===== src/rtl/pipe_ctrl_pkg.sv =====
// rtl/pipe_ctrl_pkg.sv - shared encodings and enable constants for the Kabeta pipeline controller
package pipe_ctrl_pkg;

  typedef enum logic [1:0] {
    ST_INIT  = 2'd0,
    ST_RUN   = 2'd1,
    ST_DWAIT = 2'd2
  } state_t;

  localparam int STG_IF = 0;
  localparam int STG_ID = 1;
  localparam int STG_EX = 2;
  localparam int STG_MA = 3;
  localparam int STG_WB = 4;

  localparam logic [4:0] EN_ALL       = 5'b11111;
  localparam logic [4:0] EN_NONE      = 5'b00000;
  localparam logic [4:0] EN_HOLD_IF   = 5'b11110;
  localparam logic [4:0] EN_HOLD_IFID = 5'b11100;

  localparam int INIT_CYCLES = 3;

endpackage


===== src/rtl/stall_timeout_cnt.sv =====
// rtl/stall_timeout_cnt.sv - consecutive data-stall counter that flags the force-release cycle
module stall_timeout_cnt #(
  parameter int TIMEOUT_CYCLES = 256
) (
  input  logic Clock,
  input  logic Reset_n,
  input  logic Stall,
  output logic Expire
);

  localparam int CW = $clog2(TIMEOUT_CYCLES);
  localparam logic [CW-1:0] LAST = CW'(TIMEOUT_CYCLES - 1);

  logic [CW-1:0] stall_cnt;

  assign Expire = Stall && (stall_cnt == LAST);

  // The expiring cycle clears the count, so it never wraps.
  always_ff @(posedge Clock or negedge Reset_n) begin
    if (!Reset_n) begin
      stall_cnt <= '0;
    end else if (Stall && !Expire) begin
      stall_cnt <= stall_cnt + CW'(1);
    end else begin
      stall_cnt <= '0;
    end
  end

endmodule


===== src/rtl/pipe_stall_ctrl.sv =====
// rtl/pipe_stall_ctrl.sv - 5-stage pipeline stall/flush sequencer with post-reset clear
// Optional data-memory stall timeout is enabled by defining PIPE_MEM_TIMEOUT_EN.
module pipe_stall_ctrl
  import pipe_ctrl_pkg::*;
#(
  parameter int TIMEOUT_CYCLES = 256
) (
  input  logic       Clock,
  input  logic       Reset_n,
  input  logic       LoadUse,
  input  logic       IMemReady,
  input  logic       DMemReq,
  input  logic       DMemReady,
  input  logic       Redirect,
  output logic [4:0] StageEn,
  output logic       FlushID,
  output logic       FlushEX,
  output logic       MemTimeout,
  output logic [1:0] State
);

  if (TIMEOUT_CYCLES < 2 || TIMEOUT_CYCLES > 65535) begin : g_bad_param
    $error("pipe_stall_ctrl: TIMEOUT_CYCLES out of range");
  end

  state_t     state;
  state_t     state_next;
  logic [1:0] init_cnt;
  logic       mem_wait;
  logic       expire;
  logic       dstall;

  // INIT ignores every input, so the stall counter must not see memory waits then.
  assign mem_wait = (state != ST_INIT) && DMemReq && !DMemReady;

`ifdef PIPE_MEM_TIMEOUT_EN
  stall_timeout_cnt #(
    .TIMEOUT_CYCLES(TIMEOUT_CYCLES)
  ) u_stall_timeout_cnt (
    .Clock  (Clock),
    .Reset_n(Reset_n),
    .Stall  (mem_wait),
    .Expire (expire)
  );
`else
  assign expire = 1'b0;
`endif

  assign dstall = mem_wait && !expire;

  always_ff @(posedge Clock or negedge Reset_n) begin
    if (!Reset_n) begin
      state    <= ST_INIT;
      init_cnt <= '0;
    end else begin
      state <= state_next;
      if (state == ST_INIT) begin
        init_cnt <= init_cnt + 2'd1;
      end else begin
        init_cnt <= '0;
      end
    end
  end

  always_comb begin
    state_next = state;
    StageEn    = EN_ALL;
    FlushID    = 1'b0;
    FlushEX    = 1'b0;
    MemTimeout = 1'b0;
    case (state)
      ST_INIT: begin
        // Unreset pipeline registers are filled with NOPs until they reach WB.
        StageEn = EN_HOLD_IF;
        FlushID = 1'b1;
        FlushEX = 1'b1;
        if (init_cnt == 2'(INIT_CYCLES - 1)) begin
          state_next = ST_RUN;
        end
      end
      default: begin
        MemTimeout = expire;
        if (dstall) begin
          StageEn    = EN_NONE;
          state_next = ST_DWAIT;
        end else begin
          state_next = ST_RUN;
          if (Redirect) begin
            FlushID = 1'b1;
            FlushEX = 1'b1;
          end else if (LoadUse) begin
            StageEn = EN_HOLD_IFID;
            FlushEX = 1'b1;
          end else if (!IMemReady) begin
            StageEn = EN_HOLD_IF;
            FlushID = 1'b1;
          end
        end
      end
    endcase
  end

  assign State = state;

endmodule


===== config.mk =====
export PLATFORM = sky130hd
export DESIGN_NAME = pipe_stall_ctrl
export DESIGN_NICKNAME = d
export VERILOG_FILES = /design/src/rtl/pipe_ctrl_pkg.sv /design/src/rtl/stall_timeout_cnt.sv /design/src/rtl/pipe_stall_ctrl.sv
export SDC_FILE = /design/constraint.sdc
export NUM_CORES = 1
export LEC_CHECK = 0
export ABC_AREA = 1
export BUFFER_PORTS_ARGS = -buffer_cell sky130_fd_sc_hd__buf_2
export CAP_MARGIN = 20
export CORE_AREA = 4 4 41 43
export CTS_BUF_LIST = sky130_fd_sc_hd__clkbuf_4
export DETAILED_ROUTE_END_ITERATION = 8
export DIE_AREA = 0 0 45 47
export SETUP_SLACK_MARGIN = 0.5
export SYNTH_ARGS = -nofsm -noshare
export SYNTH_HDL_FRONTEND = slang
export SYNTH_SLANG_ARGS = --single-unit
export TNS_END_PERCENT = 10

===== constraint.sdc =====
create_clock -name Clock -period 0.8 [get_ports Clock]
set_input_delay 0 -clock Clock [delete_from_list [all_inputs] [get_ports Clock]]
set_output_delay 0 -clock Clock [all_outputs]
set_load 0.02 [all_outputs]

Yosys cells after proc, flatten, opt, wreduce, memory -nomap -nowiden
Index checks and enable logic that the tools add are counted.
{"block": "totals", "register_bits": 4, "input_bits": 7, "out_inout_bits": 10, "word_cells": 28}
{"block": "op_classes", "add_sub_neg": 1, "eq_ne": 2, "muxes": 18, "reduce_logical": 5}
{"op": "2-bit two-way mux", "count": 6}
{"op": "1-bit two-way mux", "count": 10}
{"op": "5-bit two-way mux", "count": 2}
{"op": "2-bit by 1-bit adder with 2-bit output, second input constant", "count": 1}
{"op": "2-bit == test, second input constant", "count": 1}
{"op": "1-bit logical AND", "count": 2}
{"op": "2-bit logical NOT", "count": 1}
{"op": "2-bit by 1-bit inequality test with 1-bit output, second input constant", "count": 1}
{"op": "2-bit nonzero test", "count": 1}
{"op": "1-bit logical NOT", "count": 1}

Longest topological paths before layout
{"block": "depth", "ltp_word": 5, "mapped_depth": 5, "ltp_nobuf": 4}

Worst setup path before layout
OpenSTA, ideal clock, no wires.
{"block": "synth_timing", "path_type": "reg2out", "from": "reg state[1] (netlist: State[1])", "to": "out StageEn[0]", "arrival_ns": 0.902, "required_ns": 0.800, "slack_ns": -0.102, "stages_incl_launch_ff": 5, "n_path_buf": 0, "cell_sequence": "dfrtp_1 inv_1 nand2_4 o21ai_1 nor2_2"}
{"block": "synth_between", "elab_chain_len": 5, "elab_cells_between_ends": 6, "classes_between": "mux: 2; reduce/logical: 4"}
{"element": "from (decl)", "line_no": "pipe_stall_ctrl.sv:26", "text": "state_t state;"}
{"element": "from (signal assigned)", "line_no": "pipe_stall_ctrl.sv:56", "text": "state <= state_next;"}
{"element": "2-bit nonzero test", "line_no": "pipe_stall_ctrl.sv:34", "text": "assign mem_wait = (state != ST_INIT) && DMemReq && !DMemReady;"}
{"element": "1-bit logical AND (2 in series)", "line_no": "pipe_stall_ctrl.sv:34"}
{"element": "5-bit two-way mux", "line_no": "pipe_stall_ctrl.sv:83", "text": "if (dstall) begin"}
{"element": "5-bit two-way mux *", "line_no": "pipe_stall_ctrl.sv:71", "text": "case (state)"}
{"element": "to (decl)", "line_no": "pipe_stall_ctrl.sv:15", "text": "output logic [4:0] StageEn,"}
Every way passes the cells marked *; elsewhere a longest branch is shown, timed or not.

Worst setup path after layout
Same ends and word-level chain as after synthesis.

==> impl.org <==
** Logic synthesis
- Most common flop cell mapped by yosys :: sky130_fd_sc_hd__dfrtp_1
- Post-synthesis cell area :: 255 µm²
- The synthesized design contains 4 register bits.
- For this run, the register share of the synthesized area comes to 0.392.
- Counting every instance in the synthesized netlist gives 34.
- Of all flip-flops after synthesis, the portion carrying an async set or reset was 1.00.
- In the post-synthesis netlist, the biggest area contributors are sky130_fd_sc_hd__dfrtp_1 (39%), sky130_fd_sc_hd__buf_4 (12%), sky130_fd_sc_hd__nand2_1 (8.8%), sky130_fd_sc_hd__nor2_1 (7.4%), sky130_fd_sc_hd__ha_1 (4.9%).
- Post-synth top area share :: 0.392
- Average size of a mapped cell :: 7.51 µm²
- Total number of yosys warnings :: 0
- Syn_nets :: 42
- Commonest cells in the synthesized netlist :: sky130_fd_sc_hd__nand2_1 (6), sky130_fd_sc_hd__nor2_1 (5), sky130_fd_sc_hd__buf_4 (4), sky130_fd_sc_hd__dfrtp_1 (4)
- Distinct cell type count after synthesis :: 13
- Number of synthesized flops with an enable pin :: 0
- The largest total area in the synthesized netlist belongs to sky130_fd_sc_hd__dfrtp_1.
- By instance count, the leading cell after synthesis is sky130_fd_sc_hd__nand2_1.

** Clocking
- TritonCTS built the clock tree.
- Largest buffer count on any clock path :: 2
- The root buffer cell chosen for the clock tree is sky130_fd_sc_hd__clkbuf_4.
- Clock-pin slew was measured on the worst setup and hold paths at 50 ps.
- H-tree level count :: 1
- Insertion delay of the later-clocked pin in the worst-skew pair :: 250 ps
- Number of clock sinks :: 4
- CTS buffer count :: 3

** Die
- Measured along the x axis, the die boundary spans 45 µm.
- Die area :: 2120 µm²
- FP Rows :: 13
- Number of I/O pins :: 17
- In this run the standard cell core region covers 1300 µm².
- Starting Density :: 0.196
- Measured along the y axis, the die boundary spans 47 µm.

** Power
- VDD sags by at most 0.00110 V.
- Power density over cell area :: 3370 nW/µm²
- In this run the static leakage power is 0.000236 µW.

** Layout
- In the final layout, the share of cells above drive strength 1 is 0.692.
- Summing all flip-flop and latch instances after layout gives 103 µm².
- The area growth from synthesis to layout is 77.5%.
- The net count of the finished layout is 61.
- Summing all multi-input logic gate instances after layout gives 131 µm².
- Filler Cells Inserted :: 149
- Antenna fix cells :: 0
- For this run, the share of the core covered by cells in the final layout is 0.348.

** Global routing
- The total overflow left after global routing is 0.
- Global-route wire length before repair :: 1050 µm
- Pin count of the biggest net entering global routing :: 6
- GR Util All Layers :: 0.0768
- Initial antenna violation count :: 0
- Number of global-route vias before repair :: 260

** Timing
- Final period demand of the worst path :: 1040 ps
- Timing would allow up to 961 MHz.
- Final Max Slew Viols :: 0
- Unrepaired setup endpoints after global routing :: true
- Total setup violations reported at the end of the flow :: 13
- Number of hold violations in the final report :: 0
- In the finished design, the share of the clock period the worst path needs comes to 1.30.
- Worst Hold Slack :: 83.1 ps
- Maximum clock skew at final layout :: 14.3 ps
- After layout, the worst setup slack is -240 ps.

** Detailed routing
- After detailed routing, the number of vias per cell comes to 4.07.
- Pre-antenna DRT Iters :: 1
- Detailed router's first-iteration violation count :: 0
- The routed layout has 273 vias.
- Once detail routing completed, the nets flagged for antenna violations numbered 0.
- Wire length per cell after detailed routing :: 9.34 µm
- Total length of routed wires :: 626 µm
- After detailed routing, the number of remaining DRC violations is 0.

** Critical path
- Reg-to-Reg End :: State[0]
- Across all register-to-register paths, the minimum setup slack is -90 ps.
- The worst setup path is launched from a flip-flop.
- Crit path capture type :: output port
- Of all nets on the critical path, the largest fanout is 5.
- Data on the critical path arrives at its endpoint at 1040 ps.
- Critical path type :: reg -> out
- STA puts the critical path data required time at 800 ps.
- Start of the worst register-to-register path :: State[1]
- R2r worst-path depth :: 5

** Placement
- Hpwl dp :: 435 µm
- Port buffering added 15 buffers.
- Gp weighted congestion :: 0.630

** Job
- The tool flagged a number of max-cap violations equal to 0.

** Run status
- Violations in the final reports :: negative setup slack
- The flow ran to the end, but the final reports show violations.

** Hold path
- Hold WC Path Type :: in -> async
==> logic make-up after synthesis <==
logic type,Yosys count,share of synthesized area
other,1,0.0147
buffers and inverters,10,0.206
adders and majority gates,1,0.0490
AOI/OAI and AO/OA,3,0.0588
and+or+nand+nor,15,0.279
DFF,4,0.392
==> layout make-up <==
cell class / instances / share of cell area
Timing Repair Buffer: 18 / 0.326
Multi-Input combinational cell: 20 / 0.290
Sequential cell: 4 / 0.227
Clock buffer: 4 / 0.0663
Inverter: 6 / 0.0497
Tap cell: 15 / 0.0414
==> registers in the layout, indices dropped and copies added, names as in the netlist <==
register  cells
State         2
init_cnt      2
==> worst max-delay path: stages (launching register included) <==
cell and delay [ps]:
sky130_fd_sc_hd__dfrtp_2 410, sky130_fd_sc_hd__inv_2 70, sky130_fd_sc_hd__nand2_4 70, sky130_fd_sc_hd__o21ai_4 70
sky130_fd_sc_hd__nor2_4 40, sky130_fd_sc_hd__buf_6 120
==> worst max-delay path by stage <==
stage | to | from | depth (start not counted)
3_3_place_gp | StageEn[0] | State[1] | 5
3_5_place_dp | StageEn[0] | State[1] | 5
4_1_cts | StageEn[0] | State[0] | 5
2_1_floorplan | State[0] | State[1] | 4
5_1_grt | StageEn[4] | State[1] | 4
6_report | StageEn[0] | State[1] | 5
==> stage by stage <==
step	TNS (ps)	power (µW)	cell area [µm²]	cells	setup WS, ps
floorplan	-70.9	821	280	34	-28.4
global placement	-41.8	936	333	60	-35.2
detailed placement	-89.7	944	333	60	-46.8
CTS	-2000	1460	423	66	-250
global route	-2470	1650	453	67	-310
finish	-1830	1520	453	67	-240
==> metal layers <==
metal | vias up | GRT usage | share of wire
li1 | 131 | - | -
met1 | 126 | 0.0641 | 0.29
met2 | 11 | 0.127 | 0.57
met3 | 5 | 0.0460 | 0.11
met4 | 0 | 0.0702 | 0.030
met5 | - | 0 | 0
==> power breakdown <==
group,switching (µW),total (µW),internal (µW)
Combinational,469,859,390
Clock,98.3,320,222
Sequential,54.1,345,291
Total,622,1520,902
==> cells in the final DEF (no fill, tap or decap), drive strengths merged <==
master       Yosys  final
dlygate4sd3      0      1
nor2             7      7
ha               1      1
conb             1      1
clkbuf           0      4
o21ai            3      3
inv              6      6
buf              4     17
nand2            8      8
dfrtp            4      4
==> what timing repair did <==
item / in CTS / in global routing
endpoints found under the setup margin: 13 / 13
hold buffers: 1 / 0
cloned: 0 / 0
setup buffers: 1 / 1
pin swaps: 3 / 3
hold endpoints to repair: 4 / 0
resized for setup: 13 / 6
No activity file was read; power rests on OpenSTA's default activity.
